<file path="src/rtl/cpu_state_dumper_if.sv">
// Trace-beat stream between the state dumper and its sink.
//   valid : beat on data/tag/last is meaningful (driven by master)
//   ready : sink accepts the beat this cycle (driven by slave)
//   data  : 32-bit beat payload
//   tag   : 0x00 cycle count, 0x01 PC, 0x40+i register i, 0x80+j memory word j
//   last  : final beat of a dump
interface cpu_state_dumper_if;
  logic        valid;
  logic        ready;
  logic [31:0] data;
  logic [7:0]  tag;
  logic        last;

  modport master (
    output valid,
    output data,
    output tag,
    output last,
    input  ready
  );

  modport slave (
    input  valid,
    input  data,
    input  tag,
    input  last,
    output ready
  );
endinterface

</file>
<file path="src/rtl/cpu_state_dumper.sv">
// Hardware CPU state dumper. On a request it emits a header (cycle count, PC snapshot), then
// every register-file entry, then the low data-memory words, as tagged 32-bit beats on a
// valid/ready stream.
// Ports:
//   clk_i, rst_n_i  clock (rising edge) and asynchronous active-low reset
//   start_i         CPU running; enables the free-running cycle counter
//   dump_req_i      one-cycle dump request
//   pc_i            current PC, snapshotted when a dump is accepted
//   reg_addr_o      register-file read address (0 outside the register phase)
//   reg_data_i      combinational register read data
//   mem_addr_o      word-aligned data-memory byte address (0 outside the memory phase)
//   mem_data_i      combinational little-endian memory word
//   out_io          beat stream (master side)
//   busy_o          dump in progress or beat still outstanding
//   overrun_o       sticky: a request was dropped because one was already pending
module cpu_state_dumper #(
  parameter int unsigned NUM_REGS      = 32,
  parameter int unsigned NUM_MEM_WORDS = 8,
  parameter int unsigned MEM_AW        = 8
) (
  input  logic                  clk_i,
  input  logic                  rst_n_i,
  input  logic                  start_i,
  input  logic                  dump_req_i,
  input  logic [31:0]           pc_i,
  output logic [5:0]            reg_addr_o,
  input  logic [31:0]           reg_data_i,
  output logic [MEM_AW-1:0]     mem_addr_o,
  input  logic [31:0]           mem_data_i,
  cpu_state_dumper_if.master    out_io,
  output logic                  busy_o,
  output logic                  overrun_o
);

  localparam logic [5:0] LastReg = 6'(NUM_REGS - 1);
  localparam logic [5:0] LastMem = 6'(NUM_MEM_WORDS - 1);

  // State names the source of the NEXT beat to load. The cycle-count header beat is loaded
  // directly on leaving StIdle so it appears the cycle after the request.
  typedef enum logic [1:0] {
    StIdle,
    StHdrPc,
    StRegs,
    StMem
  } state_e;

  state_e      state_q, state_d;
  logic [5:0]  idx_q, idx_d;
  logic [31:0] cycle_cnt_q, cycle_cnt_d;
  logic [31:0] pc_snap_q, pc_snap_d;
  logic        pending_q, pending_d;
  logic        overrun_q, overrun_d;
  logic        out_valid_q, out_valid_d;
  logic [31:0] out_data_q, out_data_d;
  logic [7:0]  out_tag_q, out_tag_d;
  logic        out_last_q, out_last_d;

  logic load;
  logic req_any;
  logic accept;

  // A new beat may be loaded when the output slot is empty or being consumed this cycle.
  assign load    = !out_valid_q || out_io.ready;
  assign req_any = dump_req_i || pending_q;
  assign accept  = (state_q == StIdle) && load && req_any;

  always_comb begin
    state_d     = state_q;
    idx_d       = idx_q;
    cycle_cnt_d = start_i ? cycle_cnt_q + 32'd1 : cycle_cnt_q;
    pc_snap_d   = pc_snap_q;
    pending_d   = pending_q;
    overrun_d   = overrun_q;
    out_valid_d = out_valid_q;
    out_data_d  = out_data_q;
    out_tag_d   = out_tag_q;
    out_last_d  = out_last_q;

    // One-deep request queue. When a pending request is consumed, a coincident new request
    // takes its place; otherwise a request that cannot start now is parked or dropped.
    if (accept) begin
      pending_d = pending_q && dump_req_i;
    end else if (dump_req_i) begin
      if (pending_q) begin
        overrun_d = 1'b1;
      end else begin
        pending_d = 1'b1;
      end
    end

    if (load) begin
      case (state_q)
        StIdle: begin
          if (req_any) begin
            out_valid_d = 1'b1;
            out_data_d  = cycle_cnt_q;
            out_tag_d   = 8'h00;
            out_last_d  = 1'b0;
            pc_snap_d   = pc_i;
            state_d     = StHdrPc;
          end else begin
            out_valid_d = 1'b0;
            out_last_d  = 1'b0;
          end
        end
        StHdrPc: begin
          out_valid_d = 1'b1;
          out_data_d  = pc_snap_q;
          out_tag_d   = 8'h01;
          out_last_d  = 1'b0;
          idx_d       = 6'd0;
          state_d     = StRegs;
        end
        StRegs: begin
          out_valid_d = 1'b1;
          out_data_d  = reg_data_i;
          out_tag_d   = 8'h40 | {2'b00, idx_q};
          out_last_d  = 1'b0;
          if (idx_q == LastReg) begin
            idx_d   = 6'd0;
            state_d = StMem;
          end else begin
            idx_d = idx_q + 6'd1;
          end
        end
        StMem: begin
          out_valid_d = 1'b1;
          out_data_d  = mem_data_i;
          out_tag_d   = 8'h80 | {2'b00, idx_q};
          out_last_d  = (idx_q == LastMem);
          if (idx_q == LastMem) begin
            idx_d   = 6'd0;
            state_d = StIdle;
          end else begin
            idx_d = idx_q + 6'd1;
          end
        end
        default: begin
          state_d = StIdle;
        end
      endcase
    end
  end

  always_ff @(posedge clk_i or negedge rst_n_i) begin
    if (!rst_n_i) begin
      state_q     <= StIdle;
      idx_q       <= 6'd0;
      cycle_cnt_q <= 32'd0;
      pc_snap_q   <= 32'd0;
      pending_q   <= 1'b0;
      overrun_q   <= 1'b0;
      out_valid_q <= 1'b0;
      out_data_q  <= 32'd0;
      out_tag_q   <= 8'd0;
      out_last_q  <= 1'b0;
    end else begin
      state_q     <= state_d;
      idx_q       <= idx_d;
      cycle_cnt_q <= cycle_cnt_d;
      pc_snap_q   <= pc_snap_d;
      pending_q   <= pending_d;
      overrun_q   <= overrun_d;
      out_valid_q <= out_valid_d;
      out_data_q  <= out_data_d;
      out_tag_q   <= out_tag_d;
      out_last_q  <= out_last_d;
    end
  end

  // Read addresses point at the entry to be captured on the next load edge.
  always_comb begin
    reg_addr_o = 6'd0;
    mem_addr_o = '0;
    if (state_q == StRegs) begin
      reg_addr_o = idx_q;
    end
    if (state_q == StMem) begin
      mem_addr_o = MEM_AW'({idx_q, 2'b00});
    end
  end

  assign out_io.valid = out_valid_q;
  assign out_io.data  = out_data_q;
  assign out_io.tag   = out_tag_q;
  assign out_io.last  = out_last_q;
  assign busy_o       = (state_q != StIdle) || out_valid_q;
  assign overrun_o    = overrun_q;

endmodule

</file>
<file path="src/flat_wrapper.sv">
// flat-port wrapper written by rule: the top's interface ports become plain ports
module cpu_state_dumper_flat 
#(
  parameter int unsigned NUM_REGS      = 32,
  parameter int unsigned NUM_MEM_WORDS = 8,
  parameter int unsigned MEM_AW        = 8
)
  (clk_i, rst_n_i, start_i, dump_req_i, pc_i, reg_addr_o, reg_data_i, mem_addr_o, mem_data_i, busy_o, overrun_o, out_io_valid, out_io_data, out_io_tag, out_io_last, out_io_ready);
  cpu_state_dumper_if out_io_i ();
  input  logic clk_i;
  input  logic rst_n_i;
  input  logic start_i;
  input  logic dump_req_i;
  input  logic [31:0] pc_i;
  output logic [5:0] reg_addr_o;
  input  logic [31:0] reg_data_i;
  output logic [MEM_AW-1:0] mem_addr_o;
  input  logic [31:0] mem_data_i;
  output logic busy_o;
  output logic overrun_o;
  output wire logic [$bits(out_io_i.valid)-1:0] out_io_valid;
  output wire logic [$bits(out_io_i.data)-1:0] out_io_data;
  output wire logic [$bits(out_io_i.tag)-1:0] out_io_tag;
  output wire logic [$bits(out_io_i.last)-1:0] out_io_last;
  input wire logic [$bits(out_io_i.ready)-1:0] out_io_ready;
  assign out_io_valid = out_io_i.valid;
  assign out_io_data = out_io_i.data;
  assign out_io_tag = out_io_i.tag;
  assign out_io_last = out_io_i.last;
  assign out_io_i.ready = out_io_ready;
  cpu_state_dumper #(.NUM_REGS(NUM_REGS), .NUM_MEM_WORDS(NUM_MEM_WORDS), .MEM_AW(MEM_AW)) u_core (.clk_i(clk_i), .rst_n_i(rst_n_i), .start_i(start_i), .dump_req_i(dump_req_i), .pc_i(pc_i), .reg_addr_o(reg_addr_o), .reg_data_i(reg_data_i), .mem_addr_o(mem_addr_o), .mem_data_i(mem_data_i), .out_io(out_io_i), .busy_o(busy_o), .overrun_o(overrun_o));
endmodule
</file>
<file path="config.mk">
export PLATFORM = sky130hd
export DESIGN_NAME = cpu_state_dumper_flat
export DESIGN_NICKNAME = d
export VERILOG_FILES = /design/src/rtl/cpu_state_dumper_if.sv /design/src/rtl/cpu_state_dumper.sv /design/src/flat_wrapper.sv
export SDC_FILE = /design/constraint.sdc
export NUM_CORES = 1
export LEC_CHECK = 0
export BUFFER_PORTS_ARGS = -buffer_cell sky130_fd_sc_hd__clkbuf_2
export CAP_MARGIN = 5
export CELL_PAD_IN_SITES_DETAIL_PLACEMENT = 2
export CELL_PAD_IN_SITES_GLOBAL_PLACEMENT = 2
export CORE_AREA = 10 10 190 103
export DETAILED_ROUTE_END_ITERATION = 16
export DIE_AREA = 0 0 200 113
export HOLD_SLACK_MARGIN = 0.08
export PLACE_DENSITY = 0.94
export REMOVE_ABC_BUFFERS = 1
export SLEW_MARGIN = 20
export SYNTH_ARGS = -nofsm -noshare
export SYNTH_HDL_FRONTEND = slang
export SYNTH_SLANG_ARGS = --single-unit
export TNS_END_PERCENT = 10
</file>
<file path="constraint.sdc">
create_clock -name clk_i -period 2.9 [get_ports clk_i]
set_input_delay 0.29 -clock clk_i [delete_from_list [all_inputs] [get_ports clk_i]]
set_output_delay 0.29 -clock clk_i [all_outputs]
set_load 0.01 [all_outputs]
</file>
* Yosys cells after proc, flatten, opt, wreduce, memory -nomap -nowiden
Index checks and enable logic that the tools add are counted.
Operators by class: add/sub/neg operators 2, $mul 0, div/mod/pow operators 0, magnitude comparators 0, equal/unequal tests 8, shift operators 0, mux-type cells 18, bitwise gates (word level) 1, reductions and logical operators 18
Operators by type and width (number):
- $pmux W32 S4 | 1
- $add A32 B1 Y32 const B | 1
- $mux W32 | 1
- $pmux W8 S4 | 1
- $mux W6 | 3
- $pmux W6 S3 | 1
- $mux W8 | 2
- $pmux W2 S4 | 1
- $add A6 B1 Y6 const B | 1
- $eq A6 B3 Y1 const B | 1
- $eq A6 B5 Y1 const B | 1
- $mux W2 | 3
- $ne A2 B1 Y1 const B | 3
- $reduce_and A3 Y1 | 2
- $reduce_or A3 Y1 | 2
- $eq A2 B2 Y1 const B | 2
- $pmux W1 S2 | 2
- $reduce_and A2 Y1 | 2
- $reduce_and A4 Y1 | 1
- $reduce_bool A2 Y1 | 2
- $logic_and A1 B1 Y1 | 3
- $logic_or A1 B1 Y1 | 3
- $mux W1 | 3
- $reduce_bool A3 Y1 | 1
- other kinds (4) | 4
Word-level totals: bits in registers 116, latch bits 0, RAM bits 0, memory bits (read-only) 0, input port bits 101, output and inout bits 58, logic and storage cells 57, memories 0

* Logic depth before layout (Yosys ltp)
depth in word-level cells 6, mapped depth 8, mapped depth without buffers 6

* Worst setup path after synthesis
No wires, ideal clock.
path type register -> register, start point reg u_core.state_q[0], end point reg u_core.state_q[1], setup time 125 ps, arrival time 1683 ps, data required time 2775 ps, path slack 1093 ps, stages on the path, launching flop included 6, path buffers 1, period minus slack after synthesis 1807 ps, path through dfrtp_1 > ha_1 > clkbuf_1 > or3_1 > a21oi_2 > mux2_2
Between the ends: cells in the longest elaborated chain, start to end 3, elaborated cells between the ends (all ways) 9, classes of those cells 6 x eq/ne; 1 x mux; 2 x reduce/logical
RTL lines:
- from (decl) | RTL line cpu_state_dumper.sv:47 | state_e state_q, state_d;
- from (signal assigned) | RTL line cpu_state_dumper.sv:147 | state_q <= StIdle;
- from (signal assigned) | RTL line cpu_state_dumper.sv:158 | state_q <= state_d;
- $eq A2 B2 Y1 / $logic_not A2 Y1 (equally long branches) | RTL line cpu_state_dumper.sv:92 | case (state_q)
- $ne A2 B1 Y1 (no source line)
- $reduce_and A4 Y1 (no source line)
Parallel ways exist; a longest one is shown, timed or not. A chain may end at the register's enable or synchronous reset.

* Final worst setup path
start point reg u_core.state_q[1], end point reg u_core.out_data_q[16], in the netlist u_core.out_io.data[16]
Between the ends: cells in the longest elaborated chain, start to end 3, elaborated cells between the ends (all ways) 7, classes of those cells 4 x eq/ne; 1 x mux; 2 x reduce/logical
RTL lines:
- $logic_not A2 Y1 | RTL line cpu_state_dumper.sv:92
- $ne A2 B1 Y1 (no source line)
- $reduce_and A2 Y1 (no source line)
- to (signal assigned) | RTL line cpu_state_dumper.sv:165 | out_data_q <= out_data_d;
- to (decl) | RTL line cpu_state_dumper.sv:54 | logic [31:0] out_data_q, out_data_d;
Parallel ways exist; a longest one is shown, timed or not.

==> run summary <==
status -> completed
switching power -> 3.24 mW
Initial Utilization -> 0.343
Antenna Nets Post-Route -> 0
first-pass GRT wire length -> 41.7 mm
largest net degree at the start of global routing -> 56
Req. time, crit path -> 3170 ps
# resized after CTS -> 0
clk sink count -> 116
internal cell power -> 4.78 mW
Final Power -> 8.02 mW
Arr. time, crit path -> 3070 ps
Leakage -> 3.39 nW
CP Capture Type -> flip-flop
Hold Buf Count CTS -> 1
cell taking the most area after synthesis -> dfrtp_1
RSZ-0062 raised after global routing -> false
routed wire length -> 27.8 mm
kind of critical path -> reg2reg
worst r2r dst -> u_core.out_io.data[16]
average cell area after synthesis -> 10.5 µm²
# port buffers -> 156
GPL Wtd Cong -> 0.776
post-synth design cell area -> 5550 µm²
Tcrit/Tclk final -> 0.965
First-pass DRT Iterations -> 7
Final Max Tran Viols -> 0
Post-synth EDFFs -> 0
FF+latch count, synth -> 116
most used routing layer -> met2
detailed-placement wirelength estimate -> 16.7 mm
Hold Vio Cnt, Final -> 0
sequential share of power -> 0.331
number of setup buffers added after CTS -> 0
hold path start -> pc_i[17]
setup TNS -> 0 ps
htree depth -> 4
final setup fails -> 0
Power Dens Cells -> 1110 nW/µm²
Core Area -> 16,100 µm²
top cell type's share of synthesized area -> 0.523
Clk pin slew, worst setup/hold paths -> 60 ps
combinational cell fraction of total power -> 0.373
count of cell types in the netlist -> 42
number of fill cells -> 1,671
Cells after Synth -> 529
worst vdd ir -> 523 µV
worst r2r path cells -> 7
Max Cap Violations -> 0
vias in the first global route -> 6,117
Congestion Overflow GR -> 0
total CTS buffers -> 17
Clk pwr share -> 0.296
yosys warns -> 0
worst hold stages -> 2
Area Overhead vs Synth -> 30.1%
share of cells above drive strength 1 -> 0.358
WHS Endpoint -> u_core.pc_snap_q[17]
Crit Reg-Reg Startpoint -> u_core.state_q[1]
Nets -> 789
clk_lat worst skew -> 420 ps
Die Y -> 113 µm
Critical Path Fanout Max -> 17
HP Class -> in2reg
grt met3 use -> 0.0476
sequential area share after synthesis -> 0.523
Initial DRC Count -> 720
actual slew at the worst max-slew pin -> 1080 ps
initial antenna violation count -> 1
reg2reg setup slack -> 100 ps
post-route minimum period -> 2800 ps
DR vias -> 5,388
gr usage total -> 0.246
clock root buffer -> clkbuf_16
most frequent cell after synthesis -> dfrtp_1
Max Buffers Root-to-Sink -> 2
top cells by area, synth -> dfrtp_1 (52%), mux2_2 (7.3%), a222oi_1 (5.8%)
Post-synth top cells -> dfrtp_1 (116), nand2_1 (60), o21ai_0 (44)
num ports -> 159
Worst Skew -> 13.3 ps
DRC -> 0
Die W -> 200 µm
M1 GR Usage -> 0.291
num rows -> 33
die area -> 22,600 µm²
critical path launch point type -> flip-flop
max_slew headroom -> 0.275
TritonCTS clock tree -> built
Routed WL per cell -> 30.2 µm
Post-synth ARST share -> 1.00
Top FF cell, synth -> dfrtp_1
switch share -> 0.404
fmax -> 0.358 GHz
GRT met2 Usage -> 0.421
DR vias/cell -> 5.86
==> flip-flops by register name, indices dropped and copies added, names as in the netlist <==
| register | count |
|---|---|
| u_core.pending_q | 1 |
| u_core.idx_q | 6 |
| u_core.out_io.valid | 1 |
| u_core.overrun_o | 1 |
| u_core.pc_snap_q | 32 |
| u_core.cycle_cnt_q | 32 |
| u_core.out_io.last | 1 |
| u_core.out_io.tag | 8 |
| u_core.state_q | 2 |
| u_core.out_io.data | 32 |
==> power by group through the flow <==
stage | logic [mW] | registers, mW | clock network, mW
3_3_place_gp | 2.44 | 2.50 | 0
6_report | 2.99 | 2.65 | 2.38
4_1_cts | 2.93 | 2.61 | 2.37
2_1_floorplan | 1.53 | 2.53 | 0
5_1_grt | 3.19 | 2.70 | 2.45
3_5_place_dp | 2.72 | 2.58 | 0
==> final cells by class <==
| type | instances | area, µm² | share of cell area |
|---|---|---|---|
| diodes | 1 | 2.50 | 0.000347 |
| flip-flops and latches | 116 | 2900 | 0.402 |
| clock buffers | 22 | 494 | 0.0685 |
| well taps | 227 | 284 | 0.0394 |
| multi-input cells | 372 | 2470 | 0.343 |
| repair buffers | 169 | 896 | 0.124 |
| clock inverters | 9 | 149 | 0.0206 |
| inverters | 4 | 15.0 | 0.00208 |
==> layer usage <==
layer,vias up,wire (µm)
li1,2214,-
met3,68,1450
met5,-,0
met4,0,1150
met2,275,14200
met1,2831,11000
==> logic make-up after synthesis <==
group / count (synthesis) / synth area share
AND/OR/NAND/NOR: 175 / 0.160
flip-flops: 116 / 0.523
AO/OA/AOI/OAI: 119 / 0.142
other: 1 / 0.000676
multiplexers: 37 / 0.0749
adder cells (fa/ha/maj): 8 / 0.0181
XOR/XNOR: 31 / 0.0490
buffers and inverters: 42 / 0.0323
==> cells in the final DEF, fill, tap and decap left out, types with 3 or more instances in the layout <==
cell       netlist  routed
dfrtp_1        116     116
nor2_1          43      43
clkbuf_16        0      17
xnor2_1         26      26
bufinv_16        0       4
nand2b_1         6       6
nor3_1           4       4
nand4_1         12      12
xor2_1           5       5
o21ai_0         44      44
ha_1             8       6
clkbuf_2         0     155
buf_4            3      12
nand3_1         20      20
and3_1           3       3
nand2_1         60      60
a21oi_1         33      33
and2_1          12      12
clkbuf_8         0       5
a222oi_1        32      32
mux2_2          36      36
inv_1            4       4
clkinv_2         0       4
==> critical path, stage by stage, from the launching register on <==
cell and delay (ps):
dfrtp_1 490, inv_1 200, ha_1 760, buf_4 390
a222oi_1 150, nor2_1 190, a21oi_1 70, o21ai_0 380
==> stage by stage <==
stage | hold WS [ps] | worst slack [ps] | util | area (µm²) | instances
global placement | 401 | 778 | 0.406 | 6560 | 887
CTS | 96.8 | 158 | 0.447 | 7210 | 919
finish | 99.3 | 103 | 0.447 | 7220 | 920
detailed placement | 409 | 458 | 0.406 | 6560 | 887
global route | 101 | 11.9 | 0.447 | 7220 | 920
floorplan | -5.59 | 366 | - | 5390 | 492
==> worst max-delay path by stage <==
stage,startpoint,to
after global placement,u_core.state_q[0],u_core.out_io.data[6]
after global routing,u_core.state_q[0],u_core.out_io.tag[1]
after CTS,u_core.state_q[0],reg_addr_o[0]
after detailed placement,u_core.state_q[0],u_core.out_io.data[3]
after floorplan,u_core.state_q[0],u_core.idx_q[2]
final,u_core.state_q[1],u_core.out_io.data[16]
(Power assumes the default switching activity.)
